[src/rtl/pipe_pkg.sv]
// rtl/pipe_pkg.sv - shared pipeline constants and the hazard scoreboard entry type
package pipe_pkg;

    localparam int XLEN    = 32;
    localparam int ILEN    = 32;
    localparam int HZ_RD_W = 8;
    localparam int FWD_RF  = 0;

    // rd is held at a fixed maximum width so the entry type is independent of NREG
    typedef struct packed {
        logic               valid;
        logic [HZ_RD_W-1:0] rd;
        logic               we;
        logic               is_load;
    } hz_entry_t;

endpackage

[src/rtl/pipe_hazard_unit_if.sv]
// rtl/pipe_hazard_unit_if.sv - decode/execute to hazard unit signal bundle
interface pipe_hazard_unit_if #(
    parameter int NREG       = 32,
    parameter int PIPE_DEPTH = 3
);
    localparam int RIDX_W = $clog2(NREG);
    localparam int FWD_W  = $clog2(PIPE_DEPTH + 1);

    logic              id_valid;
    logic [RIDX_W-1:0] id_rs1;
    logic              id_rs1_used;
    logic [RIDX_W-1:0] id_rs2;
    logic              id_rs2_used;
    logic [RIDX_W-1:0] id_rd;
    logic              id_rd_we;
    logic              id_is_load;
    logic              ex_redirect;
    logic              stall_fd;
    logic              flush_fd;
    logic              flush_dx;
    logic [FWD_W-1:0]  fwd_a_sel;
    logic [FWD_W-1:0]  fwd_b_sel;
    logic [NREG-1:0]   busy_vec;

    modport master (
        output id_valid, id_rs1, id_rs1_used, id_rs2, id_rs2_used,
               id_rd, id_rd_we, id_is_load, ex_redirect,
        input  stall_fd, flush_fd, flush_dx, fwd_a_sel, fwd_b_sel, busy_vec
    );

    modport slave (
        input  id_valid, id_rs1, id_rs1_used, id_rs2, id_rs2_used,
               id_rd, id_rd_we, id_is_load, ex_redirect,
        output stall_fd, flush_fd, flush_dx, fwd_a_sel, fwd_b_sel, busy_vec
    );

endinterface

[src/rtl/pipe_hazard_match.sv]
// rtl/pipe_hazard_match.sv - per-source youngest-writer priority matcher over the scoreboard
module pipe_hazard_match
    import pipe_pkg::*;
#(
    parameter int PIPE_DEPTH = 3,
    parameter int RIDX_W     = 5,
    parameter int FWD_W      = 2
) (
    input  hz_entry_t [PIPE_DEPTH:1] i_sb,
    input  logic [RIDX_W-1:0]        i_src,
    input  logic                     i_used,
    output logic                     o_hit,
    output logic [FWD_W-1:0]         o_stage,
    output logic                     o_is_load
);

    logic w_src_live;
    assign w_src_live = i_used & (i_src != '0);

    // Scan oldest to youngest so the last hit written is the smallest stage
    always_comb begin
        o_hit     = 1'b0;
        o_stage   = FWD_W'(FWD_RF);
        o_is_load = 1'b0;
        for (int k = PIPE_DEPTH; k >= 1; k--) begin
            if (w_src_live && i_sb[k].valid && i_sb[k].we &&
                (i_sb[k].rd == HZ_RD_W'(i_src))) begin
                o_hit     = 1'b1;
                o_stage   = FWD_W'(k);
                o_is_load = i_sb[k].is_load;
            end
        end
    end

endmodule

[src/rtl/pipe_hazard_unit.sv]
// rtl/pipe_hazard_unit.sv - stall/flush/forward controller; HAZARD_FWD_EN enables forwarding
module pipe_hazard_unit
    import pipe_pkg::*;
#(
    parameter int NREG       = 32,
    parameter int PIPE_DEPTH = 3,
    parameter int LOAD_STAGE = 2
) (
    input  logic              clk,
    input  logic              rst,
    pipe_hazard_unit_if.slave hz
);

    localparam int RIDX_W = $clog2(NREG);
    localparam int FWD_W  = $clog2(PIPE_DEPTH + 1);

    hz_entry_t [PIPE_DEPTH:1] r_sb;
    hz_entry_t                w_ins;

    logic             w_hit_a, w_ld_a, w_hit_b, w_ld_b;
    logic [FWD_W-1:0] w_stg_a, w_stg_b;
    logic             w_hz_a, w_hz_b, w_stall;
    logic [FWD_W-1:0] w_fwd_a, w_fwd_b;
    logic [NREG-1:0]  w_busy;

    pipe_hazard_match #(.PIPE_DEPTH(PIPE_DEPTH), .RIDX_W(RIDX_W), .FWD_W(FWD_W)) u_match_a (
        .i_sb      (r_sb),
        .i_src     (hz.id_rs1),
        .i_used    (hz.id_rs1_used),
        .o_hit     (w_hit_a),
        .o_stage   (w_stg_a),
        .o_is_load (w_ld_a)
    );

    pipe_hazard_match #(.PIPE_DEPTH(PIPE_DEPTH), .RIDX_W(RIDX_W), .FWD_W(FWD_W)) u_match_b (
        .i_sb      (r_sb),
        .i_src     (hz.id_rs2),
        .i_used    (hz.id_rs2_used),
        .o_hit     (w_hit_b),
        .o_stage   (w_stg_b),
        .o_is_load (w_ld_b)
    );

`ifdef HAZARD_FWD_EN
    assign w_hz_a  = w_hit_a & w_ld_a & (w_stg_a < FWD_W'(LOAD_STAGE));
    assign w_hz_b  = w_hit_b & w_ld_b & (w_stg_b < FWD_W'(LOAD_STAGE));
    assign w_fwd_a = w_stg_a;
    assign w_fwd_b = w_stg_b;
`else
    // Interlock-only: the writeback-stage writer is visible through the regfile
    assign w_hz_a  = w_hit_a & (w_stg_a < FWD_W'(PIPE_DEPTH));
    assign w_hz_b  = w_hit_b & (w_stg_b < FWD_W'(PIPE_DEPTH));
    assign w_fwd_a = FWD_W'(FWD_RF);
    assign w_fwd_b = FWD_W'(FWD_RF);

    logic w_unused_ld;
    assign w_unused_ld = ^{w_ld_a, w_ld_b, 32'(LOAD_STAGE)};
`endif

    // A taken redirect kills the decode instruction, so it overrides the stall
    assign w_stall = hz.id_valid & (w_hz_a | w_hz_b) & ~hz.ex_redirect;

    always_comb begin
        w_ins = '0;
        if (hz.id_valid && !w_stall && !hz.ex_redirect) begin
            w_ins.valid   = 1'b1;
            w_ins.rd      = HZ_RD_W'(hz.id_rd);
            w_ins.we      = hz.id_rd_we & (hz.id_rd != '0);
            w_ins.is_load = hz.id_is_load;
        end
    end

    always_ff @(posedge clk or negedge rst) begin
        if (!rst) begin
            r_sb <= '0;
        end else begin
            r_sb[1] <= w_ins;
            for (int k = 2; k <= PIPE_DEPTH; k++) begin
                r_sb[k] <= r_sb[k-1];
            end
        end
    end

    always_comb begin
        w_busy = '0;
        for (int k = 1; k <= PIPE_DEPTH; k++) begin
            if (r_sb[k].valid && r_sb[k].we) begin
                w_busy[r_sb[k].rd[RIDX_W-1:0]] = 1'b1;
            end
        end
    end

    assign hz.stall_fd  = rst & w_stall;
    assign hz.flush_fd  = rst & hz.ex_redirect;
    assign hz.flush_dx  = rst & (w_stall | hz.ex_redirect);
    assign hz.fwd_a_sel = (rst && hz.id_valid) ? w_fwd_a : FWD_W'(FWD_RF);
    assign hz.fwd_b_sel = (rst && hz.id_valid) ? w_fwd_b : FWD_W'(FWD_RF);
    assign hz.busy_vec  = rst ? w_busy : '0;

endmodule

[src/flat_wrapper.sv]
// flat-port wrapper written by rule: the top's interface ports become plain ports
module pipe_hazard_unit_flat import pipe_pkg::*;
#(
    parameter int NREG       = 32,
    parameter int PIPE_DEPTH = 3,
    parameter int LOAD_STAGE = 2
)
  (clk, rst, hz_id_valid, hz_id_rs1, hz_id_rs1_used, hz_id_rs2, hz_id_rs2_used, hz_id_rd, hz_id_rd_we, hz_id_is_load, hz_ex_redirect, hz_stall_fd, hz_flush_fd, hz_flush_dx, hz_fwd_a_sel, hz_fwd_b_sel, hz_busy_vec);
  pipe_hazard_unit_if #(.NREG(NREG), .PIPE_DEPTH(PIPE_DEPTH)) hz_i ();
  input  logic clk;
  input  logic rst;
  input wire logic [$bits(hz_i.id_valid)-1:0] hz_id_valid;
  input wire logic [$bits(hz_i.id_rs1)-1:0] hz_id_rs1;
  input wire logic [$bits(hz_i.id_rs1_used)-1:0] hz_id_rs1_used;
  input wire logic [$bits(hz_i.id_rs2)-1:0] hz_id_rs2;
  input wire logic [$bits(hz_i.id_rs2_used)-1:0] hz_id_rs2_used;
  input wire logic [$bits(hz_i.id_rd)-1:0] hz_id_rd;
  input wire logic [$bits(hz_i.id_rd_we)-1:0] hz_id_rd_we;
  input wire logic [$bits(hz_i.id_is_load)-1:0] hz_id_is_load;
  input wire logic [$bits(hz_i.ex_redirect)-1:0] hz_ex_redirect;
  output wire logic [$bits(hz_i.stall_fd)-1:0] hz_stall_fd;
  output wire logic [$bits(hz_i.flush_fd)-1:0] hz_flush_fd;
  output wire logic [$bits(hz_i.flush_dx)-1:0] hz_flush_dx;
  output wire logic [$bits(hz_i.fwd_a_sel)-1:0] hz_fwd_a_sel;
  output wire logic [$bits(hz_i.fwd_b_sel)-1:0] hz_fwd_b_sel;
  output wire logic [$bits(hz_i.busy_vec)-1:0] hz_busy_vec;
  assign hz_i.id_valid = hz_id_valid;
  assign hz_i.id_rs1 = hz_id_rs1;
  assign hz_i.id_rs1_used = hz_id_rs1_used;
  assign hz_i.id_rs2 = hz_id_rs2;
  assign hz_i.id_rs2_used = hz_id_rs2_used;
  assign hz_i.id_rd = hz_id_rd;
  assign hz_i.id_rd_we = hz_id_rd_we;
  assign hz_i.id_is_load = hz_id_is_load;
  assign hz_i.ex_redirect = hz_ex_redirect;
  assign hz_stall_fd = hz_i.stall_fd;
  assign hz_flush_fd = hz_i.flush_fd;
  assign hz_flush_dx = hz_i.flush_dx;
  assign hz_fwd_a_sel = hz_i.fwd_a_sel;
  assign hz_fwd_b_sel = hz_i.fwd_b_sel;
  assign hz_busy_vec = hz_i.busy_vec;
  pipe_hazard_unit #(.NREG(NREG), .PIPE_DEPTH(PIPE_DEPTH), .LOAD_STAGE(LOAD_STAGE)) u_core (.clk(clk), .rst(rst), .hz(hz_i));
endmodule
[config.mk]
export PLATFORM = sky130hd
export DESIGN_NAME = pipe_hazard_unit_flat
export DESIGN_NICKNAME = d
export VERILOG_FILES = /design/src/rtl/pipe_pkg.sv /design/src/rtl/pipe_hazard_unit_if.sv /design/src/rtl/pipe_hazard_match.sv /design/src/rtl/pipe_hazard_unit.sv /design/src/flat_wrapper.sv
export SDC_FILE = /design/constraint.sdc
export NUM_CORES = 1
export LEC_CHECK = 0
export ABC_AREA = 1
export CELL_PAD_IN_SITES_DETAIL_PLACEMENT = 0
export CELL_PAD_IN_SITES_GLOBAL_PLACEMENT = 1
export CORE_MARGIN = 2
export CORE_UTILIZATION = 33
export CTS_BUF_LIST = sky130_fd_sc_hd__clkbuf_4
export DETAILED_ROUTE_END_ITERATION = 7
export PLACE_DENSITY_LB_ADDON = 0.1
export SYNTH_ARGS = -nofsm -noshare
export SYNTH_HDL_FRONTEND = slang
export SYNTH_SLANG_ARGS = --single-unit
[constraint.sdc]
create_clock -name clk -period 2.1 [get_ports clk]
set_clock_uncertainty 0.05 [all_clocks]
set_input_delay 0.42 -clock clk [delete_from_list [all_inputs] [get_ports clk]]
set_output_delay 0.42 -clock clk [all_outputs]
set_load 0.03 [all_outputs]
==> results of run 1 <==
[where the power goes]
group          switching [mW]  internal [mW]
sequential             0.0214          0.421
combinational           0.154          0.117
clock                   0.113         0.0709
total                   0.289          0.609
[layer usage]
layer	vias up	track usage	wire, um
li1	1317	-	-
met1	1180	0.262	3060
met2	74	0.390	3660
met3	6	0.0249	309
met4	0	0.0224	48
met5	-	0	0
[metrics by stage]
| stage | hold slack, ps | util |
|---|---|---|
| 2_1_floorplan | 74.4 | - |
| 3_3_place_gp | 307 | 0.496 |
| 3_5_place_dp | 312 | 0.496 |
| 4_1_cts | 7.77 | 0.552 |
| 5_1_grt | 9.40 | 0.575 |
| 6_report | 13.6 | 0.575 |
[cell usage in the layout (no fill, tap or decap), types with 2 or more instances in the layout]
master,n
nand2_1,64
inv_1,57
nor2_1,52
buf_6,48
buf_4,38
o21ai_1,27
a22o_1,25
nand3_1,15
inv_2,15
dfrtp_1,15
clkdlybuf4s50_1,10
dlygate4sd2_1,10
nand3_2,9
nand2_2,9
nor3_4,9
nor3_2,7
o21ai_2,6
dfrtp_2,6
o21ai_0,5
inv_4,4
conb_1,4
clkbuf_4,3
buf_12,3
nor3_1,2
nand4_1,2
o221ai_2,2
[cells in the mapped netlist (3+ instances only)]
master | count | area, um2
dfrtp_1 | 21 | 526
inv_1 | 72 | 270
nand2_1 | 74 | 278
o221ai_1 | 3 | 26.3
buf_4 | 4 | 30.0
buf_2 | 3 | 15.0
clkbuf_1 | 3 | 11.3
o21ai_0 | 33 | 165
nor2_1 | 53 | 199
nand3_1 | 23 | 115
inv_2 | 5 | 18.8
nor3_4 | 3 | 48.8
o21ai_1 | 5 | 25.0
nor3_1 | 13 | 65.1
a22o_1 | 25 | 219
[what timing repair did]
action,4_1_cts,5_1_grt
setup endpoints to repair,34,34
pin swaps,18,21
resized for setup,117,41
setup buffers,7,3
cloned,0,0
[area by class of cell]
cell class                 instances  area, um2  area share
clock buffer                       3       22.5     0.00654
clock inverter                     1       5.00     0.00145
inverter                          77        304      0.0883
multi-input combinational        242       1410       0.408
sequential                        21        533       0.155
tap                               75       93.8      0.0273
timing repair buffer             110       1080       0.313
[worst min-delay path by stage]
| stage | start | endpoint | slack [ps] | cells after the start |
|---|---|---|---|---|
| 6_report | rst | u_core.r_sb[5]$_DFF_PN0_ | 10 | 2 |
| 5_1_grt | rst | u_core.r_sb[5]$_DFF_PN0_ | 9 | 2 |
| 3_3_place_gp | u_core.r_sb[10]$_DFF_PN0_ | u_core.r_sb[21]$_DFF_PN0_ | 310 | 0 |
| 3_5_place_dp | u_core.r_sb[10]$_DFF_PN0_ | u_core.r_sb[21]$_DFF_PN0_ | 310 | 0 |
| 2_1_floorplan | rst | u_core.r_sb[10]$_DFF_PN0_ | 70 | 0 |
| 4_1_cts | rst | u_core.r_sb[12]$_DFF_PN0_ | 8 | 2 |
[cell families (layout without fill, tap and decap cells)]
logic type,count (synthesis),after routing,share of synthesized area
AOI/OAI and AO/OA,66,66,0.211
other,1,4,0.00182
DFF,21,21,0.255
buffers and inverters,87,191,0.167
and+or+nand+nor,172,172,0.365
==> metrics.yaml, run 1 <==
place:
  gp_congestion: 0.860
  post-place-ws_ps: -185
  io_buffers: 56
  dp_hpwl_mm: 5.43
  dp_cells: 520
  placedInstanceArea_mm2: 0.00297
cts:
  clk_path_buf_depth: 2
  htreeDepth: 1
  cts_tree: "yes"
  cts_buffers: 3
  worstSkewPairLatency_ps: 300
  ctsHoldBuffers: 0
  clk_pin_slew_worst_paths_ps: 100
  cts_root_buffer: "clkbuf_4"
  cts.sinks: 21
synthesis:
  yosysSeqAreaShare: 0.255
  netlist_area_mm2: 0.00206
  ys.flop_type: "dfrtp_1"
  avgSynthCellArea_um2: 5.95
  syn-instance-count: 347
  yosysWarnings: 0
  ys_seq_elements: 21
  synth_edf_count: 0
  async_flop_share: 1.00
  synth.distinct_cells: 20
finish:
  final_area_mm2: 0.00344
  nNetsFinal: 478
  drive_gt1_frac: 0.363
  diodes: 0
  top_register: "u_core.r_sb"
  fillers: 624
  syn_to_final_growth_pct: 66.7
  reg.largest.list: "u_core.r_sb x21"
  largest_reg_flops: 21
  stdcell_count: 529
setup_path:
  r2r_end: "u_core.r_sb[1]$_DFF_PN0_"
  critPathArrivalTime_ps: 1800
  crit_family: "buffers and inverters"
  crit_buf_inv: 5
  crit_required_ps: 1630
  cp_cell_sequence: "buf_4, buf_6, nor3_2, buf_4, a22o_1, o21ai_1, inv_1, buf_6"
  critPathSlowestCell: "dfrtp_2"
  crit_start: "u_core.r_sb[17]$_DFF_PN0_"
  crit_fanout: 6
  start_kind: "register"
  cp.depth: 8
  reg2reg_from: "u_core.r_sb[15]$_DFF_PN0_"
  path_class: "reg2out"
  slowest_delay_ps: 500
  r2r_setup_slack_ps: 470
  r2r_cells: 11
  crit_end: "hz_busy_vec[10]"
  end_kind: "primary output"
pwr:
  total_power_uw: 898
  p_per_area_mw_per_mm2: 261
  ir_worst_vdd_v: 0.000416
  leakage_nw: 1.90
grt:
  grt_antenna_before_repair: 0
  overflow: 0
  grtUsageTotal: 0.208
  grt_max_degree: 46
  grt_pass1_vias: 2379
  grt_pass1_wl_mm: 11.9
min_path:
  hold_class: "in2async"
timing:
  finalSetupViolations: 28
  finalHoldViolations: 0
  period_needed_ps: 2270
  rsz0062_at_grt: "true"
  maxSlewViolCount: 0
  setup_tns_ps: -1550
  fin_ws_ps: -168
  fmax_mhz: 441
  finalCritPeriodShare: 1.08
detailed_routing:
  drcViolationCount: 0
  ant_nets: 0
  drt_wl_total_mm: 7.08
  vias: 2577
  wl_per_cell_um: 13.4
  firstDrtPassIters: 4
  vias_per_cell: 4.87
  drt_iter0_markers: 112
outcome:
  violations: "negative setup slack"
  outcome: "finished, violations left"
floorplanning:
  die_h_um: 83.1
  rows: 28
  initial_core_util: 0.345
  fp.dieW_um: 83.1
  ios: 62
  dieArea_mm2: 0.00690
  coreArea_mm2: 0.00599
flow_run:
  cap_viol_max_count: 0
Note: power is estimated with default switching activity, not from simulation.
==> inputs of run 2 (changes only) <==
CORE_UTILIZATION = 32   (was 33)
CTS_BUF_LIST = sky130_fd_sc_hd__clkbuf_16   (was sky130_fd_sc_hd__clkbuf_4)
==> run 2 against run 1 <==
  * Wire length rose by 1.8%
  * Sequential cell count unchanged
  * Global-route usage is 0.48 points lower
  * Via count fell by 0.89%
  * Power is 22% higher
  * Non-clock buffer count is the same
  * The flow still finishes with violations (negative setup slack)
==> metrics.yaml, run 2 (synthesis results as in run 1) <==
outcome:
  outcome: "finished, violations left"
  violations: "negative setup slack"
place:
  gp_congestion: 0.843
  io_buffers: 56
  dp_hpwl_mm: 5.43
  placedInstanceArea_mm2: 0.00295
timing:
  finalSetupViolations: 10
  fin_ws_ps: -59.8
  finalCritPeriodShare: 1.03
  rsz0062_at_grt: "true"
  period_needed_ps: 2160
  fmax_mhz: 463
  maxSlewViolCount: 0
  finalHoldViolations: 0
detailed_routing:
  met2_wirelength_mm: 3.57
  wl_per_cell_um: 13.6
  vias_per_cell: 4.81
  vias: 2554
  routed.top_layer: "met4"
  drt_wl_total_mm: 7.21
  drt_iter0_markers: 120
  drcViolationCount: 0
  m1WireLength_mm: 3.19
  ant_nets: 0
  firstDrtPassIters: 4
  routed-wl-met3_um: 302
finish:
  reg.largest.list: "u_core.r_sb x21"
  diodes: 0
  final_cell_mix: "nand2_1, inv_1, nor2_1"
  nNetsFinal: 478
  utilization: 0.552
  top_register: "u_core.r_sb"
  largest_reg_flops: 21
  final_area_mm2: 0.00346
  final_common_cell: "nand2_1"
  syn_to_final_growth_pct: 67.8
  drive_gt1_frac: 0.348
min_path:
  hold_class: "in2async"
setup_path:
  critPathArrivalTime_ps: 1690
  crit_required_ps: 1630
  crit_fanout: 8
  end_kind: "primary output"
  start_kind: "register"
  path_class: "reg2out"
floorplanning:
  coreArea_mm2: 0.00628
  dieArea_mm2: 0.00711
  die_h_um: 84.3
  initial_core_util: 0.329
  rows: 29
  fp.dieW_um: 84.3
  ios: 62
pwr:
  ir_worst_vdd_v: 0.000441
  leakage_nw: 1.95
  total_power_mw: 1.10
  p_per_area_mw_per_mm2: 317
cts:
  clk_pin_slew_worst_paths_ps: 50
  cts_tree: "yes"
  cts_buffers: 3
  htreeDepth: 1
  clk_path_buf_depth: 2
  cts_root_buffer: "clkbuf_16"
  worstSkewPairLatency_ps: 250
  ctsHoldBuffers: 0
  cts.sinks: 21
grt:
  grt_max_degree: 56
  grt_pass1_vias: 2447
  grt_pass1_wl_mm: 11.8
  overflow: 0
  grtUsageTotal: 0.203
  grt_antenna_before_repair: 0
flow_run:
  cap_viol_max_count: 0
## run 2: cell count changes in the layout (fill, tap and decap cells not counted), sizes merged
cell and change:
clkinv -1, inv +1
## run 2: path summary, 6_finish.rpt
check	from	end	slack (ps)	depth (start not counted)
setup / recovery	u_core.r_sb[3]$_DFF_PN0_	hz_busy_vec[28]	-60	9
hold reg to reg	u_core.r_sb[21]$_DFF_PN0_	u_core.r_sb[32]$_DFF_PN0_	340	0
min in group clk	u_core.r_sb[21]$_DFF_PN0_	u_core.r_sb[32]$_DFF_PN0_	340	0
setup reg to reg	u_core.r_sb[6]$_DFF_PN0_	u_core.r_sb[1]$_DFF_PN0_	370	12
max in group asynchronous	rst	u_core.r_sb[13]$_DFF_PN0_	1690	2
hold / removal	rst	u_core.r_sb[6]$_DFF_PN0_	80	2
## run 2: through the flow
step / worst slack (ps) / hold WS [ps] / setup TNS (ps) / std cells
6_report: -59.8 / 80.2 / -226 / 531
2_1_floorplan: 184 / 74.4 / 0 / 350
3_5_place_dp: -188 / 311 / -352 / 517
4_1_cts: -30.0 / 88.1 / -73.4 / 525
3_3_place_gp: -194 / 306 / -350 / 517
5_1_grt: -147 / 108 / -2340 / 531
## run 2: per-layer routing
metal / vias up / GRT usage
met5: - / 0
met3: 12 / 0.0275
met1: 1153 / 0.250
met4: 0 / 0.0440
li1: 1315 / -
met2: 74 / 0.376
## run 2: final cells by class
class	count	area, um2
Fill cell	633	2810
Multi-Input combinational cell	242	1380
Timing Repair Buffer	110	1080
Sequential cell	21	533
Inverter	77	299
Tap cell	77	96.3
Clock buffer	3	75.1
Clock inverter	1	3.75
## run 2: where the power goes
group	internal, mW	switching [mW]	leakage, nW	total [mW]
sequential	0.422	0.0206	0.272	0.443
combinational	0.114	0.150	1.64	0.264
clock	0.253	0.137	0.0423	0.390
## run 2: timing repair
action / 4_1_cts / 5_1_grt
setup endpoints to repair: 34 / 34
buffers inserted: 6 / 8
pin swaps: 8 / 34
resized for setup: 57 / 87
## run 2: worst max-delay path: stages, from the launching register on
cell and delay, ps:
dfrtp_2 470, buf_6 150, nor3_4 210, buf_12 160
buf_6 100, nand2_4 30, o21ai_2 40, o21ai_1 80
inv_1 70, buf_6 120
